<file path="src/rtl/prog_loader_pkg.sv">
// Shared types and constants for the program loader: FSM states, target
// encoding, header field positions and the HALT opcode used by loaded programs.
package loader_pkg;
    typedef enum logic [2:0] {HDR, ADDR, DATA, CSUM, DONE, ERR} state_e;

    localparam logic        TARGET_IMEM = 1'b0;
    localparam logic        TARGET_DMEM = 1'b1;
    localparam int          TGT_BIT     = 15;
    localparam int          LEN_MSB     = 14;
    localparam logic [15:0] HALT_INSTR  = 16'b11100_00000000000;
endpackage

</file>
<file path="src/rtl/prog_loader_if.sv">
// Stream input and memory write bus of the program loader; the loader uses
// the master view, the stream source and memory side use the slave view.
interface prog_loader_if #(
    parameter int DATA_W = 16,
    parameter int ADDR_W = 16
);
    logic              in_valid;
    logic              in_ready;
    logic [DATA_W-1:0] in_data;
    logic              imem_we;
    logic              dmem_we;
    logic [ADDR_W-1:0] mem_addr;
    logic [DATA_W-1:0] mem_wdata;

    modport master (
        input  in_valid, in_data,
        output in_ready, imem_we, dmem_we, mem_addr, mem_wdata
    );

    modport slave (
        output in_valid, in_data,
        input  in_ready, imem_we, dmem_we, mem_addr, mem_wdata
    );
endinterface

</file>
<file path="src/rtl/prog_loader_csum.sv">
// Modular running sum of accepted stream words; clear has priority over enable.
module loader_csum #(
    parameter int DATA_W = 16
) (
    input  logic              clk,
    input  logic              i_clr,
    input  logic              i_en,
    input  logic [DATA_W-1:0] i_word,
    output logic [DATA_W-1:0] o_sum
);
    logic [DATA_W-1:0] r_sum;

    always_ff @(posedge clk) begin
        if (i_clr)
            r_sum <= '0;
        else if (i_en)
            r_sum <= r_sum + i_word;
    end

    assign o_sum = r_sum;
endmodule

</file>
<file path="src/rtl/prog_loader.sv">
// Stream-driven memory loader: parses header/address/data frames, writes
// imem/dmem, verifies a trailing checksum and then releases the CPU reset.
module prog_loader
    import loader_pkg::*;
#(
    parameter int DATA_W = 16,
    parameter int ADDR_W = 16,
    parameter int LEN_W  = 15
) (
    input  logic          clk,
    input  logic          reset,
    prog_loader_if.master bus,
    input  logic          load_req,
    output logic          cpu_reset,
    output logic          done,
    output logic          error
);
    state_e              r_state;
    state_e              w_state_nxt;
    logic                w_accept;
    logic                w_wr;
    logic                w_restart;
    logic [LEN_W-1:0]    w_len;
    logic [DATA_W-1:0]   w_sum;

    logic                r_in_ready;
    logic                r_imem_we;
    logic                r_dmem_we;
    logic [ADDR_W-1:0]   r_mem_addr;
    logic [DATA_W-1:0]   r_mem_wdata;
    logic                r_cpu_reset;
    logic                r_done;
    logic                r_error;
    logic [LEN_W-1:0]    r_count;
    logic [ADDR_W-1:0]   r_addr;
    logic                r_target;

    loader_csum #(.DATA_W(DATA_W)) u_csum (
        .clk    (clk),
        .i_clr  (reset || w_restart),
        .i_en   (w_accept && (r_state != CSUM)),
        .i_word (bus.in_data),
        .o_sum  (w_sum)
    );

    always_ff @(posedge clk) begin
        if (reset)
            r_state <= HDR;
        else
            r_state <= w_state_nxt;
    end

    always_comb begin
        w_accept    = bus.in_valid && r_in_ready;
        w_len       = bus.in_data[LEN_MSB:0];
        w_wr        = w_accept && (r_state == DATA);
        w_restart   = load_req && ((r_state == DONE) || (r_state == ERR));
        w_state_nxt = r_state;
        case (r_state)
            HDR:  if (w_accept) w_state_nxt = (w_len != '0) ? ADDR : CSUM;
            ADDR: if (w_accept) w_state_nxt = DATA;
            DATA: if (w_accept && (r_count == LEN_W'(1))) w_state_nxt = HDR;
            CSUM: if (w_accept) w_state_nxt = (bus.in_data == w_sum) ? DONE : ERR;
            DONE: if (load_req) w_state_nxt = HDR;
            ERR:  if (load_req) w_state_nxt = HDR;
            default: w_state_nxt = HDR;
        endcase
    end

    // Registered handshake, write port and status; the write lands the cycle after its DATA handshake.
    always_ff @(posedge clk) begin
        if (reset) begin
            r_in_ready  <= 1'b0;
            r_imem_we   <= 1'b0;
            r_dmem_we   <= 1'b0;
            r_mem_addr  <= '0;
            r_mem_wdata <= '0;
            r_cpu_reset <= 1'b1;
            r_done      <= 1'b0;
            r_error     <= 1'b0;
            r_count     <= '0;
            r_addr      <= '0;
            r_target    <= TARGET_IMEM;
        end else begin
            r_in_ready  <= (w_state_nxt inside {HDR, ADDR, DATA, CSUM});
            r_imem_we   <= w_wr && (r_target == TARGET_IMEM);
            r_dmem_we   <= w_wr && (r_target == TARGET_DMEM);
            r_done      <= (r_state == DONE) && !load_req;
            r_cpu_reset <= !((r_state == DONE) && !load_req);
            r_error     <= (r_state == ERR) && !load_req;
            if (w_wr) begin
                r_mem_addr  <= r_addr;
                r_mem_wdata <= bus.in_data;
                r_addr      <= r_addr + 1'b1;
                r_count     <= r_count - 1'b1;
            end else if (w_restart) begin
                r_count <= '0;
            end else if (w_accept && (r_state == HDR) && (w_len != '0)) begin
                r_count  <= w_len;
                r_target <= bus.in_data[TGT_BIT];
            end else if (w_accept && (r_state == ADDR)) begin
                r_addr <= bus.in_data;
            end
        end
    end

    assign bus.in_ready  = r_in_ready;
    assign bus.imem_we   = r_imem_we;
    assign bus.dmem_we   = r_dmem_we;
    assign bus.mem_addr  = r_mem_addr;
    assign bus.mem_wdata = r_mem_wdata;
    assign cpu_reset     = r_cpu_reset;
    assign done          = r_done;
    assign error         = r_error;
endmodule

</file>
<file path="src/flat_wrapper.sv">
// flat-port wrapper written by rule: the top's interface ports become plain ports
module prog_loader_flat import loader_pkg::*;
#(
    parameter int DATA_W = 16,
    parameter int ADDR_W = 16,
    parameter int LEN_W  = 15
)
  (clk, reset, load_req, cpu_reset, done, error, bus_in_valid, bus_in_data, bus_in_ready, bus_imem_we, bus_dmem_we, bus_mem_addr, bus_mem_wdata);
  prog_loader_if #(.DATA_W(DATA_W), .ADDR_W(ADDR_W)) bus_i ();
  input  logic clk;
  input  logic reset;
  input  logic load_req;
  output logic cpu_reset;
  output logic done;
  output logic error;
  input wire logic [$bits(bus_i.in_valid)-1:0] bus_in_valid;
  input wire logic [$bits(bus_i.in_data)-1:0] bus_in_data;
  output wire logic [$bits(bus_i.in_ready)-1:0] bus_in_ready;
  output wire logic [$bits(bus_i.imem_we)-1:0] bus_imem_we;
  output wire logic [$bits(bus_i.dmem_we)-1:0] bus_dmem_we;
  output wire logic [$bits(bus_i.mem_addr)-1:0] bus_mem_addr;
  output wire logic [$bits(bus_i.mem_wdata)-1:0] bus_mem_wdata;
  assign bus_i.in_valid = bus_in_valid;
  assign bus_i.in_data = bus_in_data;
  assign bus_in_ready = bus_i.in_ready;
  assign bus_imem_we = bus_i.imem_we;
  assign bus_dmem_we = bus_i.dmem_we;
  assign bus_mem_addr = bus_i.mem_addr;
  assign bus_mem_wdata = bus_i.mem_wdata;
  prog_loader #(.DATA_W(DATA_W), .ADDR_W(ADDR_W), .LEN_W(LEN_W)) u_core (.clk(clk), .reset(reset), .bus(bus_i), .load_req(load_req), .cpu_reset(cpu_reset), .done(done), .error(error));
endmodule
</file>
<file path="config.mk">
export PLATFORM = sky130hd
export DESIGN_NAME = prog_loader_flat
export DESIGN_NICKNAME = d
export VERILOG_FILES = /design/src/rtl/prog_loader_pkg.sv /design/src/rtl/prog_loader_if.sv /design/src/rtl/prog_loader_csum.sv /design/src/rtl/prog_loader.sv /design/src/flat_wrapper.sv
export SDC_FILE = /design/constraint.sdc
export NUM_CORES = 1
export LEC_CHECK = 0
export CELL_PAD_IN_SITES_DETAIL_PLACEMENT = 0
export CELL_PAD_IN_SITES_GLOBAL_PLACEMENT = 1
export CORE_MARGIN = 5
export CORE_UTILIZATION = 40
export CTS_BUF_LIST = sky130_fd_sc_hd__clkbuf_2 sky130_fd_sc_hd__clkbuf_4 sky130_fd_sc_hd__clkbuf_8
export DETAILED_ROUTE_END_ITERATION = 8
export PLACE_DENSITY = 0.75
export SETUP_SLACK_MARGIN = 0.3
export SYNTH_ARGS = -nofsm -noshare
export SYNTH_HDL_FRONTEND = slang
export SYNTH_SLANG_ARGS = --single-unit
</file>
<file path="constraint.sdc">
create_clock -name clk -period 2.4 [get_ports clk]
set_input_delay 0.36 -clock clk [delete_from_list [all_inputs] [get_ports clk]]
set_output_delay 0.36 -clock clk [all_outputs]
set_load 0.02 [all_outputs]
</file>
==> reports/results.ini <==
[run_status]
outcome=finished clean

[cells_and_area]
fin_area_mm2=0.006377
fillers=1164
diodes=0
area_growth_pct=32.70
drive_above_1_share_pct=20.44
final_common_cell=nand2_1
final_util_pct=53.54
mostFrequentLayoutCells=nand2_1, dfxtp_1, buf_4
nNetsFinal=768

[synth]
synth_largest_area_cell=dfxtp_1
syn_area_per_cell_um2=7.776
synth_ff_type=dfxtp_1
async_flop_share_pct=0
synth_edf_count=0
yosysTopAreaCellShare_pct=37.07
synth_nets=657
ys_ff_latch=89
synth_cell_types=72
synth.area.top_cells=dfxtp_1, nand2_1, a21oi_1, ha_1, nor2_1
syn_area_mm2=0.004806
synth_seq_area_share_pct=37.07
synthCells=618
ys_warn_count=0

[critical_path]
crit_type=reg2reg
critical-path-slowest-cell=dfxtp_2
path_cells=ha_4 -> inv_1 -> fa_2 -> nor2b_2 -> o31a_1 -> o22ai_2 -> or2_1 -> a41oi_2 -> mux2i_1 -> a21o_1
startpoint=u_core.u_csum.o_sum[0]
max_stage_delay_ns=0.35
path_max_fanout=3
worstPathArrival_ns=2.39
reg2reg_from=u_core.u_csum.o_sum[0]
start_kind=flip-flop
crit_required_ns=2.73
cp-end-kind=flip-flop

[power]
power_density_mw_per_mm2=519.3
p_int_mw=2.329
comb_power_share_pct=20.7
p_sw_mw=0.9828
clkPwrFrac_pct=31.8
p_seq_share_pct=47.5
p_leak_nw=2.419
ir_worst_vdd_mv=0.4942
p_sw_share_pct=29.68

[clock_tree]
holdBufCountCts=0
cts_buffer_depth=2
cts_root_buffer=clkbuf_8
insertion_delay_ns=0.38
cts.sinks=89
path_clk_slew_ns=0.10
cts_tree=done
numCtsBuffers=9
htreeDepth=3

[routing]
vias_per_cell=5.563
vias=4901
wl_um=14820
drt_pre_antenna_iters=5
drtIter0Drc=446
wl_per_cell_um=16.82
drt_drc_violations_left=0
ant_nets=0

[place]
port_buffers=57
placed_area_mm2=0.005968
dp_hpwl_um=11070
gp_routability_congestion=0.8749

[timing]
min_period_ns=2.060
timing_hold_violations_final=0
rsz0062_at_grt=true
finClkSkew_ns=0.01392
report.final.slew_viol_count=0
tightest_slew_ns=0.6112
max_slew_margin_pct=59.26
tns_ns=0
whs_ns=0.3420
fin_crit_sh_pct=85.85
max_freq_mhz=485.4
setup_viol=0

[global_route]
overflow=0
grt_pass1_wl_um=23880
antenna_found_initial=0
grt_pass1_vias=4633
grt_use_total_pct=20.77
grt_start_max_net_pins=60

[hold_path]
holdCritStartpoint=reset
hp-class=in2reg

[die]
design.core.area_mm2=0.01191
start_util_pct=40.35
die-area_mm2=0.01431
ioPinCount=58
num_rows=40
die_w_um=119.6
die_h_um=119.6

[run]
drv_cap=0

[final cells by class]
cell class	count	area, um2	area share, %
Clock buffer	9	123.9	1.942
Clock inverter	7	71.32	1.118
Inverter	17	63.81	1.001
Multi-Input combinational cell	473	2945	46.18
Sequential cell	89	1788	28.04
Tap cell	147	183.9	2.884
Timing Repair Buffer	139	1201	18.83
[state kept, by name, indices dropped and copies added, names as in the netlist]
signal / count
u_core.bus.dmem_we: 1
u_core.bus.imem_we: 1
u_core.bus.in_ready: 1
u_core.bus.mem_addr: 16
u_core.bus.mem_wdata: 16
u_core.cpu_reset: 1
u_core.done: 1
u_core.error: 1
u_core.r_addr: 16
u_core.r_count: 15
u_core.r_state: 3
u_core.r_target: 1
u_core.u_csum.o_sum: 16
[worst max-delay path: cells and delay by family, from the launching register on]
family          cells  cell delay [ns]
mux                 1             0.21
simple gates        2             0.39
buf+inv             1             0.05
compound gates      4             0.55
fa+ha+maj           2             0.48
flops               1             0.35
[power groups by stage]
stage / clock network [mW] / logic [mW] / registers (mW)
floorplan: 0 / 0.375 / 1.59
detailed placement: 0 / 0.636 / 1.60
finish: 1.05 / 0.685 / 1.57
global placement: 0 / 0.625 / 1.60
CTS: 1.08 / 0.650 / 1.57
global route: 1.14 / 0.747 / 1.58
[path summary, 6_finish.rpt]
check | end | slack [ns] | cells past startpoint
setup reg to reg | u_core.u_csum.o_sum[14] | 0.34 | 10
hold / removal | u_core.r_state[0] | 0.34 | 2
setup / recovery | u_core.u_csum.o_sum[14] | 0.34 | 10
hold reg to reg | u_core.bus.mem_addr[13] | 0.46 | 2
[metal layers]
metal  up-vias  track usage [%]  routed length (um)  part of all wire (%)
met5         -                0                   0                     0
met4         0            4.868                 192                   1.3
met3        12            4.618                 789                   5.3
met2       137            32.87                6800                    46
met1      2315            28.89                7035                    47
li1       2437                -                   -                     -
[cells by family (layout without fill, tap and decap cells)]
family	Yosys count	in the layout	share of synthesized area, %
XOR/XNOR	13	13	2.369
buffers and inverters	56	172	5.676
multiplexers	3	3	0.6509
AND/OR/NAND/NOR	251	251	24.94
AO/OA/AOI/OAI	187	187	24.19
flip-flops	89	89	37.07
adder cells (fa/ha/maj)	19	19	5.103
[synth_stat cells, types with 5 or more instances]
| master | count |
|---|---|
| nor4_1 | 8 |
| nand4_1 | 7 |
| a21o_1 | 7 |
| xnor2_1 | 8 |
| a21oi_1 | 81 |
| a31oi_1 | 9 |
| o22ai_1 | 5 |
| nand2_1 | 112 |
| and2_1 | 5 |
| ha_1 | 18 |
| inv_1 | 17 |
| or3_1 | 6 |
| nor3_1 | 15 |
| dfxtp_1 | 89 |
| nand3_1 | 13 |
| xor2_1 | 5 |
| o21ai_0 | 28 |
| nor2_1 | 53 |
| clkbuf_1 | 19 |
| buf_2 | 12 |
| a211oi_1 | 16 |
[metrics by stage]
stage	total power, mW	cells	worst slack (ns)
2_1_floorplan	1.966	618	0.3012
3_3_place_gp	2.226	862	-0.2981
3_5_place_dp	2.238	862	-0.3560
4_1_cts	3.302	880	0.3029
5_1_grt	3.468	881	0.2483
6_report	3.312	881	0.3397
[timing repair]
item | 4_1_cts | 5_1_grt
setup buffers | 2 | 1
pin swaps | 6 | 14
setup endpoints to repair | 13 | 18
gates resized for setup | 17 | 31
Note: power is estimated with default switching activity, not from simulation.
